File: src/rtl/arbiter_wrr_handshake.sv
// Weighted round-robin arbiter with a registered one-hot grant held until gnt_ack.
// A winner may keep the grant for up to its weight of back-to-back transactions.
module arbiter_wrr_handshake #(
    parameter int N   = 4,
    parameter int WW  = 4,
    parameter int IDW = (N > 1) ? $clog2(N) : 1
) (
    input  logic            clk,
    input  logic            rst_n,
    input  logic [N-1:0]    req,
    input  logic [N*WW-1:0] cfg_weight,
    input  logic            block_arb,
    input  logic            gnt_ack,
    output logic [N-1:0]    grant,
    output logic            grant_valid,
    output logic [IDW-1:0]  grant_id,
    output logic [WW-1:0]   credit_left
);

    typedef enum logic {IDLE, BUSY} state_t;

    state_t         state, state_n;
    logic [IDW-1:0] ptr, ptr_n;
    logic [N-1:0]   grant_n;
    logic [IDW-1:0] id_n;
    logic [WW-1:0]  credit_n;
    logic           launch;
    logic           keep;
    logic [IDW-1:0] start;
    logic [IDW:0]   win;

    // Returns {found, index} of the first set bit at or after start, wrapping.
    function automatic logic [IDW:0] pick(input logic [N-1:0] r, input logic [IDW-1:0] s);
        logic [IDW:0] res;
        int           j;
        res = '0;
        for (int i = N - 1; i >= 0; i--) begin
            j = int'(s) + i;
            if (j >= N) j = j - N;
            if (r[j]) res = {1'b1, IDW'(j)};
        end
        return res;
    endfunction

    function automatic logic [WW-1:0] quantum(input logic [WW-1:0] w);
        return (w == '0) ? WW'(1) : w;
    endfunction

    function automatic logic [IDW-1:0] next_idx(input logic [IDW-1:0] w);
        return (w == IDW'(N - 1)) ? '0 : w + IDW'(1);
    endfunction

    always_comb begin
        state_n  = state;
        ptr_n    = ptr;
        grant_n  = grant;
        id_n     = grant_id;
        credit_n = credit_left;
        launch   = 1'b0;
        keep     = 1'b0;
        start    = ptr;
        win      = '0;

        case (state)
            IDLE: begin
                if ((|req) && !block_arb) launch = 1'b1;
            end
            BUSY: begin
                if (gnt_ack) begin
                    keep = (credit_left > WW'(1)) && req[grant_id];
                    if (keep && !block_arb) begin
                        credit_n = credit_left - WW'(1);
                    end else begin
                        // A quantum cut short by block_arb leaves the pointer where it was.
                        if (!keep) ptr_n = next_idx(grant_id);
                        start = ptr_n;
                        if (!keep && (|req) && !block_arb) begin
                            launch = 1'b1;
                        end else begin
                            state_n  = IDLE;
                            grant_n  = '0;
                            id_n     = '0;
                            credit_n = '0;
                        end
                    end
                end
            end
            default: state_n = IDLE;
        endcase

        if (launch) begin
            win      = pick(req, start);
            id_n     = win[IDW-1:0];
            grant_n  = N'(1) << id_n;
            credit_n = quantum(cfg_weight[int'(id_n)*WW +: WW]);
            state_n  = BUSY;
        end
    end

    always_ff @(posedge clk or negedge rst_n) begin
        if (!rst_n) begin
            state       <= IDLE;
            ptr         <= '0;
            grant       <= '0;
            grant_id    <= '0;
            credit_left <= '0;
        end else begin
            state       <= state_n;
            ptr         <= ptr_n;
            grant       <= grant_n;
            grant_id    <= id_n;
            credit_left <= credit_n;
        end
    end

    assign grant_valid = |grant;

endmodule

File: config.mk
export PLATFORM = sky130hd
export DESIGN_NAME = arbiter_wrr_handshake
export DESIGN_NICKNAME = d
export VERILOG_FILES = /design/src/rtl/arbiter_wrr_handshake.sv
export SDC_FILE = /design/constraint.sdc
export NUM_CORES = 1
export LEC_CHECK = 0
export ABC_AREA = 1
export BUFFER_PORTS_ARGS = -buffer_cell sky130_fd_sc_hd__buf_2
export CAP_MARGIN = 25
export CELL_PAD_IN_SITES_DETAIL_PLACEMENT = 1
export CELL_PAD_IN_SITES_GLOBAL_PLACEMENT = 2
export CORE_AREA = 10 10 62 115
export CTS_CLUSTER_SIZE = 16
export DETAILED_ROUTE_END_ITERATION = 12
export DIE_AREA = 0 0 72 125
export GPL_TIMING_DRIVEN = 0
export PLACE_DENSITY_LB_ADDON = 0.2
export SETUP_SLACK_MARGIN = 0.02
export SLEW_MARGIN = 20
export SYNTH_ARGS = -nofsm -noshare
export SYNTH_HDL_FRONTEND = slang
export SYNTH_SLANG_ARGS = --single-unit
export TNS_END_PERCENT = 100
File: constraint.sdc
create_clock -name clk -period 2.8 [get_ports clk]
set_clock_uncertainty 0.2 [all_clocks]
set_input_delay 0.56 -clock clk [delete_from_list [all_inputs] [get_ports clk]]
set_output_delay 0.56 -clock clk [all_outputs]
set_load 0.02 [all_outputs]
==> results.md <==
* Seq/Total Area, Yosys at around a quarter
* Buffers added on ports at 34
* Placed cell count at ~290
* Final setup violation count at 2
* Clk_lat worst skew at about 0.24 ns
* Number of diodes at 0
* RSZ-0062 raised after global routing: yes
* R2r worst-path depth at 20
* DIE AREA at approximately 9000 um2
* GR Overflow Total at 0
* # IOs at 35
* Final period util at 101.3%
* Synth unique cells at 25
* Worst EP arrival at around 2.8 ns
* Worst r2r src: credit_left[0]
* Post-DRT Antenna Nets at 0
* Worst hold path type: input port to asynchronous set/reset pin
* Area Overhead vs Synth at 56.55%
* Crit path max fanout at 8
* Nets at 280
* GRT Util Overall at about a tenth
* Vias in the first global route at ~1600
* Post-Syn Nets at 222
* Power per cell area at 1519 nW/um2
* Setup crit end: credit_left[1]
* Largest net degree at the start of global routing at 14
* H-tree levels at 1
* Max_slew headroom at 72.39%
* Final min period at 2.836 ns
* Worst reg2reg endpoint: credit_left[1]
* Setup crit start kind: register
* TritonCTS buffer count at 3
* DR iter-0 viols at 46
* Num Clock Sinks at 13
* Via count at 1470
* DR WL/cell at approximately 15 um
* Cell Count, Final, Fillers Out at ~310
* Xor and xnor area share after synthesis at under 10%
* Final Slew Violations at 0
* Largest family of logic cells by synthesized area: simple AND/OR/NAND/NOR gates
* Failing checks: setup timing
* Outcome: finished, violations left
* Fmax achieved at around 350 MHz
* Max cap viols at 0
* Maximum clock path buffer count at 2
* Rows at 38
* Die height at ~130 um
* Multi-input gate area at approximately 1000 um2
* Post-Synth Simple-Gate Area at ~50%
* Global-route wire length before repair at 7472 um
* Crit path required time at roughly 2.7 ns
* Setup ws final at -0.03591 ns
* DP HPWL at about 3500 um
* Core footprint at about 5300 um2
* # fillers at around 690
* Via-to-Cell Ratio at ~4.7
* Slew @ Worst Pin at 0.4104 ns
* Reg2Reg Setup Slack at -0.04 ns
* Compound-Gate Fraction of Synth Area at between 8 and 9%
* Crit Path Class: register to register
* Ys Warns at 0
* Final WL at around 4500 um
* Mux cell area share after synthesis at 0%
* Die Wd at 72 um
* # DRC at 0
* Hold Vio Cnt, Final at 0
* Adder-Cell Fraction of Synth Area at between 3 and 4%
* First-pass DRT Iterations at 4
* Initial Util at 23.31%
* CTS tree: yes
* Peak VDD IR at ~0.00075 V
* Crit. End Element: register
* Sequential cell area at between 300 and 400 um2
* RePlAce Congestion at between 0.8 and 0.9
* Root Driver: clkbuf_8
* Launch point of the worst path: credit_left[0]
* Post-Syn Area at roughly 1200 um2
* Fraction of layout cells with a size suffix above 1 at about half
* Antenna violations before repair at 0
* P_leak at just over 0.001 uW
* Register bit total from synthesis at 13
* Final core occ at a little over a third
* Clock-pin slew on the worst setup and hold paths at roughly 0.06 ns
* Synth Instances at a little under 200
* Mean Syn Cell Area at 6.365 um2
[cell families after synthesis]
group	count (synthesis)
AND/OR/NAND/NOR	133
adder cells (fa/ha/maj)	3
buffers and inverters	26
XOR/XNOR	2
flip-flops	13
AO/OA/AOI/OAI	18
[through the flow]
| stage | hold slack, ns | setup WS [ns] | cell area [um2] | TNS, ns | total power [uW] |
|---|---|---|---|---|---|
| 5_1_grt | 0.03204 | -0.2383 | 1943 | -1.320 | 3269 |
| 3_3_place_gp | 0.2847 | -0.4183 | 1489 | -1.667 | 2003 |
| 2_1_floorplan | 0.06441 | 0.02110 | 1244 | 0 | 1598 |
| 6_report | 0.01644 | -0.03591 | 1943 | -0.06842 | 2952 |
| 3_5_place_dp | 0.2829 | -0.3913 | 1489 | -1.814 | 2026 |
| 4_1_cts | 0.01810 | -0.05873 | 1807 | -0.07630 | 2690 |
[report_power, final]
part	switching [uW]	internal (uW)
combinational	1430	1010
sequential	73.3	264
clock	72.3	101
total	1580	1370
[final cells by class]
cell class	count	share of cell area, %
Multi-Input combinational cell	156	53.90
Sequential cell	13	16.94
Timing Repair Buffer	53	16.68
Inverter	24	4.765
Tap cell	60	3.863
Clock buffer	4	2.318
Buffer	2	1.545
[routing by layer]
metal  track usage [%]  routed length [um]  vias up
met3             2.138                 201        2
met1             11.85                2028      687
li1                  -                   -      757
met4             2.635                  25        0
met2             16.49                2292       24
met5                 0                   0        -
[worst max-delay path: stages, from the launching register on]
cell     delay, ns
dfrtp_2       0.40
inv_2         0.06
ha_4          0.17
o21ai_4       0.16
nand3_4       0.14
nand2_4       0.12
nand2_4       0.07
buf_4         0.14
nand3_1       0.11
nand3_2       0.14
nand2_4       0.11
inv_2         0.05
nand3_4       0.13
nand2_4       0.07
buf_8         0.14
nand3_2       0.05
nand2_1       0.06
nor2_2        0.10
nor2_1        0.06
o21ai_1       0.14
nand2_1       0.07
[layout by cell type, fill, tap and decap left out]
cell | Yosys | final
a21oi_1 | 2 | 2
a31oi_1 | 1 | 1
buf_2 | 0 | 34
buf_4 | 0 | 16
buf_6 | 2 | 3
buf_8 | 0 | 2
clkbuf_1 | 0 | 1
clkbuf_8 | 0 | 3
dfrtp_1 | 13 | 10
dfrtp_2 | 0 | 3
ha_1 | 3 | 1
ha_4 | 0 | 2
inv_1 | 22 | 19
inv_2 | 2 | 4
inv_4 | 0 | 1
nand2_1 | 71 | 50
nand2_2 | 6 | 17
nand2_4 | 2 | 12
nand3_1 | 27 | 13
nand3_2 | 3 | 15
nand3_4 | 2 | 4
nand3b_1 | 1 | 1
nand4_1 | 5 | 5
nor2_1 | 11 | 9
nor2_2 | 2 | 3
nor2_4 | 0 | 1
nor3_1 | 1 | 1
nor3b_1 | 1 | 1
nor4_1 | 1 | 1
o21ai_0 | 6 | 4
o21ai_1 | 2 | 2
o21ai_2 | 0 | 1
o21ai_4 | 0 | 1
o22ai_1 | 3 | 2
o22ai_2 | 0 | 1
o32ai_1 | 4 | 4
xnor2_1 | 2 | 2
[flip-flops by register name, summed over array words and instances, names as in the netlist]
name         cells
credit_left      4
state            1
grant_id         2
grant            4
ptr              2
[Yosys cell counts]
cell	number	area, um2
nand3_4	2	35.03
inv_1	22	82.58
nand2_2	6	37.54
o21ai_0	6	30.03
xnor2_1	2	17.52
nor3b_1	1	7.510
o22ai_1	3	18.77
nand3_2	3	30.03
nor2_1	11	41.29
nand3b_1	1	7.510
nand3_1	27	135.1
o32ai_1	4	35.03
buf_6	2	22.52
nand2_1	71	266.5
nand2_4	2	22.52
dfrtp_1	13	325.3
inv_2	2	7.510
a21oi_1	2	10.01
ha_1	3	37.54
a31oi_1	1	6.260
o21ai_1	2	10.01
nand4_1	5	31.28
nor3_1	1	5.000
nor4_1	1	6.260
nor2_2	2	12.51
[what timing repair did]
action	4_1_cts	5_1_grt
setup buffers	17	2
pin swaps	29	31
cloned	0	0
endpoints found under the setup margin	10	9
gates resized for setup	39	31
hold buffers	0	0
[worst min-delay path by stage]
stage                     startpoint              to  cells after the start  slack [ns]
after detailed placement       rst_n        grant[1]                      1        0.28
final                          rst_n        grant[2]                      1        0.02
after global placement         rst_n          ptr[1]                      1        0.28
after CTS                      rst_n        grant[1]                      1        0.02
after floorplan                rst_n  credit_left[0]                      0        0.06
after global routing           rst_n        grant[1]                      1        0.03
(Power assumes the default switching activity.)
